<file path="src/rtl/axi4_r_resp_gen.sv">
// AXI4 slave R-channel response generator: frames one read command into an R burst.
// Optional RUSER passthrough is enabled by defining AXI4_R_RESP_GEN_USER_EN.
module axi4_r_resp_gen #(
  parameter int DATA_WIDTH = 32,
  parameter int ID_WIDTH   = 4,
  parameter int USER_WIDTH = 1,
  parameter int LEN_WIDTH  = 8
) (
  input  logic                  aclk,
  input  logic                  aresetn,
  input  logic                  cmd_valid,
  output logic                  cmd_ready,
  input  logic [ID_WIDTH-1:0]   cmd_id,
  input  logic [LEN_WIDTH-1:0]  cmd_len,
  input  logic                  cmd_err,
  input  logic                  dat_valid,
  output logic                  dat_ready,
  input  logic [DATA_WIDTH-1:0] dat_data,
  input  logic [USER_WIDTH-1:0] dat_user,
  output logic                  rvalid,
  input  logic                  rready,
  output logic [DATA_WIDTH-1:0] rdata,
  output logic [ID_WIDTH-1:0]   rid,
  output logic [1:0]            rresp,
  output logic                  rlast,
  output logic [USER_WIDTH-1:0] ruser,
  output logic                  busy
);

  typedef enum logic {IDLE, BURST} state_t;

  state_t                 state, state_nxt;
  logic [LEN_WIDTH-1:0]   cnt;
  logic [ID_WIDTH-1:0]    id_q;
  logic                   err_q;
  logic                   slot_free;
  logic                   accept;
  logic                   load;

  assign slot_free = !rvalid || rready;
  assign busy      = (state == BURST) || rvalid;

  always_comb begin
    state_nxt = state;
    cmd_ready = 1'b0;
    dat_ready = 1'b0;
    accept    = 1'b0;
    load      = 1'b0;
    case (state)
      IDLE: begin
        cmd_ready = aresetn;
        accept    = aresetn && cmd_valid;
        if (accept) state_nxt = BURST;
      end
      BURST: begin
        // Error bursts synthesise their beats and never touch the local stream.
        dat_ready = aresetn && slot_free && !err_q;
        load      = aresetn && slot_free && (err_q || dat_valid);
        if (load && (cnt == '0)) state_nxt = IDLE;
      end
      default: state_nxt = IDLE;
    endcase
  end

  always_ff @(posedge aclk) begin
    if (!aresetn) begin
      state  <= IDLE;
      cnt    <= '0;
      id_q   <= '0;
      err_q  <= 1'b0;
      rvalid <= 1'b0;
      rlast  <= 1'b0;
      rdata  <= '0;
      rid    <= '0;
      rresp  <= 2'b00;
    end else begin
      state <= state_nxt;
      if (accept) begin
        id_q  <= cmd_id;
        err_q <= cmd_err;
        cnt   <= cmd_len;
      end
      if (load) begin
        if (cnt != '0) cnt <= cnt - LEN_WIDTH'(1);
        rvalid <= 1'b1;
        rdata  <= err_q ? '0 : dat_data;
        rid    <= id_q;
        rresp  <= err_q ? 2'b10 : 2'b00;
        rlast  <= (cnt == '0);
      end else if (rready) begin
        rvalid <= 1'b0;
      end
    end
  end

`ifdef AXI4_R_RESP_GEN_USER_EN
  always_ff @(posedge aclk) begin
    if (!aresetn) begin
      ruser <= '0;
    end else if (load) begin
      ruser <= err_q ? '0 : dat_user;
    end
  end
`else
  logic [USER_WIDTH-1:0] unused_user;
  assign unused_user = dat_user;
  assign ruser       = '0;
`endif

endmodule

</file>
<file path="config.mk">
export PLATFORM = sky130hd
export DESIGN_NAME = axi4_r_resp_gen
export DESIGN_NICKNAME = d
export VERILOG_FILES = /design/src/rtl/axi4_r_resp_gen.sv
export SDC_FILE = /design/constraint.sdc
export NUM_CORES = 1
export LEC_CHECK = 0
export ABC_AREA = 1
export BUFFER_PORTS_ARGS = -buffer_cell sky130_fd_sc_hd__buf_4
export CORE_ASPECT_RATIO = 0.7
export CORE_MARGIN = 3
export CORE_UTILIZATION = 36
export CTS_CLUSTER_DIAMETER = 80
export DETAILED_ROUTE_END_ITERATION = 8
export PLACE_DENSITY = 0.66
export SYNTH_ARGS = -nofsm -noshare
export SYNTH_HDL_FRONTEND = slang
export SYNTH_SLANG_ARGS = --single-unit
</file>
<file path="constraint.sdc">
create_clock -name aclk -period 1.25 [get_ports aclk]
set_input_delay 0.25 -clock aclk [delete_from_list [all_inputs] [get_ports aclk]]
set_output_delay 0.25 -clock aclk [all_outputs]
set_load 0.01 [all_outputs]
</file>
* Word-level counts from Yosys, hierarchy flattened
Cells that the tools add are included.
** Word-level totals
- Register bits :: 54
- Input bits :: 51
- Output and inout bits :: 44
- Logic and storage cells :: 38
** Cells by class
- Add/subtract/negate cells :: 1
- Mux-type cells :: 14
- Bitwise operators :: 1
- Reduce and logical (&&, ||, !) cells :: 13
** Operator list (number)
- two-way mux 32 bit :: 1
- two-way mux 8 bit :: 3
- zero test 8 bit :: 1
- two-way mux 1 bit :: 8
- nonzero test 8 bit :: 1
- subtractor 8 x 1 -> 8 bit, second input constant :: 1
- logical AND 1 bit :: 5
- logical OR 1 bit :: 3
- zero test 1 bit :: 2
- two-way mux 2 bit :: 1
- case mux 1 bit (2 select lines) :: 1
- nonzero test 2 bit :: 1
- inverter 1 bit :: 1

* Depth between registers and ports, before layout
- Depth in word-level cells :: 7
- Mapped depth :: 9
- Gate-level depth less buffers :: 8

* Worst setup path after synthesis
Ideal clock, no wire load.
- Kind :: input -> register
- Start point :: input port aresetn
- End point :: register rdata[10]
- Library setup time :: 0.070 ns
- Arrival :: 1.065 ns
- Data required time :: 1.180 ns
- Slack :: 0.115 ns
- Cell stages on the path :: 9
- Path buffers :: 3
- Cell sequence :: buf_4 -> nand2_1 -> inv_2 -> nand2_1 -> nor2_2 -> buf_6 -> buf_6 -> nand3_1 -> a21oi_1
** On the way
- Word-level cells in the longest chain between the ends :: 3
** RTL lines
- start, declared :: RTL line 10 : input logic aresetn,
- logical AND 1 bit (2 in series) :: RTL line 58 : load = aresetn && slot_free && (err_q || dat_valid);
- two-way mux 1 bit :: RTL line 49 : case (state)
- end signal, assigned :: RTL line 86 : rdata <= err_q ? '0 : dat_data;
- end, declared :: RTL line 22 : output logic [DATA_WIDTH-1:0] rdata,
Several ways; a longest one is shown, not always the timed one.
A chain may end at the register's enable or synchronous reset.

* Worst setup path in the final report
- Start point :: register state
- End point :: register rdata[17]
** On the way
- Word-level cells in the longest chain between the ends :: 1
** RTL lines
- start, declared :: RTL line 32 : state_t state, state_nxt;
- start signal, assigned :: RTL line 77 : state <= state_nxt;
- two-way mux 1 bit :: RTL line 49
No other way between the ends.

==> flow_metrics.tcl <==
set metrics [dict create \
    status "complete, but fails checks" \
    violations "negative setup slack" \
    synth_seq_area_share 0.475 \
    grt_pass1_vias 2164 \
    cts-root-buf "clkbuf_8" \
    power_density_nw_per_um2 1200 \
    synth_xor_area_frac 0.00784 \
    worstPathCellList "nand2_2, inv_2, nand2_4, buf_6, nor2_4, buf_12, clkbuf_16, nand3_2, a21oi_2" \
    gr-total-overflow 0 \
    globalRouteTotalUtil 0.177 \
    tightestPinTransition_ns 0.529 \
    port_buffers 91 \
    drive_above_1_share 0.432 \
    wl_per_cell_um 14.7 \
    crit_type "flip-flop to flip-flop" \
    start_kind "flip-flop" \
    post-dp-hpwl_mm 4.35 \
    n_antenna_cell 0 \
    clk-insertion-delay-late_ns 0.30 \
    cts_sinks 53 \
    fp.dieArea_um2 7200 \
    numCtsBuffers 5 \
    antenna_left 0 \
    syn_area_per_cell_um2 7.25 \
    fmax_mhz 721 \
    synth_area_um2 2230 \
    hold_viol_final 0 \
    cp.required_ns 1.50 \
    p_leak_uw 0.00154 \
    yosys-mux-area-fraction 0 \
    end_kind "flip-flop" \
    power_frac_comb 0.281 \
    yosys.area_share.adder 0.0112 \
    totalWireLength_mm 7.11 \
    p_sw_uw 1310 \
    final_cell_mix "buf_4 (97), nand2_1 (86), dfxtp_1 (50), nand3_1 (32), a21oi_1 (20)" \
    synth-compound-area-share 0.121 \
    postCtsHoldBufs 0 \
    p_seq_frac 0.436 \
    place_worst_setup_slack_ns -0.103 \
    skew_ns 0.00686 \
    die_h_um 71.9 \
    drt-pass1-iter-count 4 \
    initial_utilization 0.380 \
    drc_errors 0 \
    cts_tree "done" \
    gp_congestion 0.820 \
    critPathMaxStageDelay_ns 0.35 \
    synth-seq-cells 53 \
    cts_buffer_depth 2 \
    num_vias 2400 \
    viasPerCell 4.95 \
    seq_area_um2 1060 \
    first_iter_violations 113 \
    fill_cells 536 \
    final_nets 462 \
    row_count 23 \
    yosys_warnings 0 \
    r2r_cells 9 \
    vdd_drop_max_uv 547 \
    area_growth_pct 61.6 \
    antenna_found_initial 0 \
    grt_max_degree 38 \
    synth_cell_types 19 \
    min_path_cells 3 \
    setup_ws_ns -0.137 \
    relSlewSlack 0.648 \
    path_clk_slew_ns 0.10 \
    ioPinCount 95 \
    p_int_uw 3020 \
    fin_crit_ns 1.39 \
    htreeDepth 2 \
    final_max_slew_viol_count 0 \
    drv_cap 0 \
    fin_total_pwr_uw 4320 \
    path_max_fanout 8 \
    multi_input_area_um2 1230 \
    critPathSlowestCell "dfxtp_2" \
    hp-class "input port to flip-flop" \
    min_period_over_period 1.11 \
    synth_cells 308 \
    arrival_ns 1.63 \
    core_area_um2 5870 \
    setup_viol_count_final 47 \
    grt_setup_unrepaired "true" \
    pwr-share-clk 0.283 \
    swShare 0.303 \
    final_common_cell "buf_4" \
    yosys.area_share.simple 0.295 \
    die_w_um 100 \
    grt_pass1_wl_mm 10.3 \
    synth_top_family_by_area "simple AND/OR/NAND/NOR gates" \
]
[critical path, delay by kind of cell (launching register included)]
family                 cells  cell delay, ns
AOI/OAI and AO/OA          1            0.16
DFF                        1            0.35
and+or+nand+nor            4            0.29
buffers and inverters      4            0.52
[what timing repair did]
item	4_1_cts	5_1_grt
cloned	1	5
setup buffers	1	1
pin swaps	4	19
endpoints found under the setup margin	45	51
resized for setup	20	49
[synth_stat cells]
| cell type | instances | area share |
|---|---|---|
| nand3_1 | 48 | 0.11 |
| a21oi_1 | 38 | 0.085 |
| inv_2 | 3 | 0.0050 |
| buf_4 | 3 | 0.010 |
| xor2_1 | 2 | 0.0078 |
| o21ai_0 | 16 | 0.036 |
| nand2_1 | 92 | 0.15 |
| buf_1 | 3 | 0.0050 |
| nor2_2 | 3 | 0.0084 |
| nor2_1 | 11 | 0.018 |
| buf_2 | 11 | 0.025 |
| conb_1 | 1 | 0.0017 |
| clkbuf_1 | 1 | 0.0017 |
| ha_1 | 2 | 0.011 |
| or2_2 | 1 | 0.0028 |
| nand2_2 | 1 | 0.0028 |
| buf_6 | 3 | 0.015 |
| dfxtp_1 | 53 | 0.48 |
| inv_1 | 16 | 0.027 |
[per-layer routing]
| layer | global-route usage | routed length [um] | vias up |
|---|---|---|---|
| met1 | 0.257 | 3450 | 1120 |
| met2 | 0.266 | 3080 | 83 |
| met3 | 0.0500 | 557 | 5 |
| li1 | - | - | 1192 |
| met5 | 0 | 0 | - |
| met4 | 0.0314 | 31 | 0 |
[path summary, 6_finish.rpt]
path	startpoint	slack [ns]	end
max	state$_SDFF_PN0_	-0.14	rdata[17]$_SDFFE_PN0P_
min	cmd_id[3]	0.14	id_q[3]$_SDFFE_PN0N_
max reg2reg	state$_SDFF_PN0_	-0.14	rdata[17]$_SDFFE_PN0P_
min reg2reg	rdata[23]$_SDFFE_PN0P_	0.47	rdata[23]$_SDFFE_PN0P_
[power by group through the flow]
stage / Clock (uW) / Sequential [uW] / Combinational (uW)
floorplan: 0 / 1920 / 579
global placement: 0 / 1910 / 971
detailed placement: 0 / 1910 / 991
CTS: 1250 / 1880 / 1060
global route: 1310 / 1900 / 1350
finish: 1220 / 1890 / 1220
[state kept, by name, summed over array words and instances (netlist names)]
name    count
rvalid      1
rid         4
id_q        4
rresp       1
cnt         8
rlast       1
state       1
err_q       1
rdata      32
[area by class of cell]
cell class | count | share of cell area
Multi-Input combinational cell | 216 | 0.342
Inverter | 19 | 0.0198
Sequential cell | 53 | 0.295
Tap cell | 75 | 0.0260
Clock inverter | 2 | 0.0104
Clock buffer | 6 | 0.0229
Timing Repair Buffer | 114 | 0.284
[stage by stage]
step	instance area, um^2	hold slack [ns]	instances	utilization	setup TNS (ns)
floorplan	2240	0.363	309	-	0
global route	3610	0.163	485	0.615	-7.25
finish	3610	0.142	485	0.615	-4.31
detailed placement	3040	0.453	469	0.517	-1.58
global placement	3040	0.448	469	0.517	-0.440
CTS	3250	0.134	479	0.554	-3.10
[kinds of logic (layout without fill, tap and decap cells)]
group,Yosys count,after routing
compound gates,54,54
xor+xnor,2,2
fa+ha+maj,2,2
buf+inv,40,141
flops,53,53
other cells,1,2
simple gates,156,156
(Power assumes the default switching activity.)
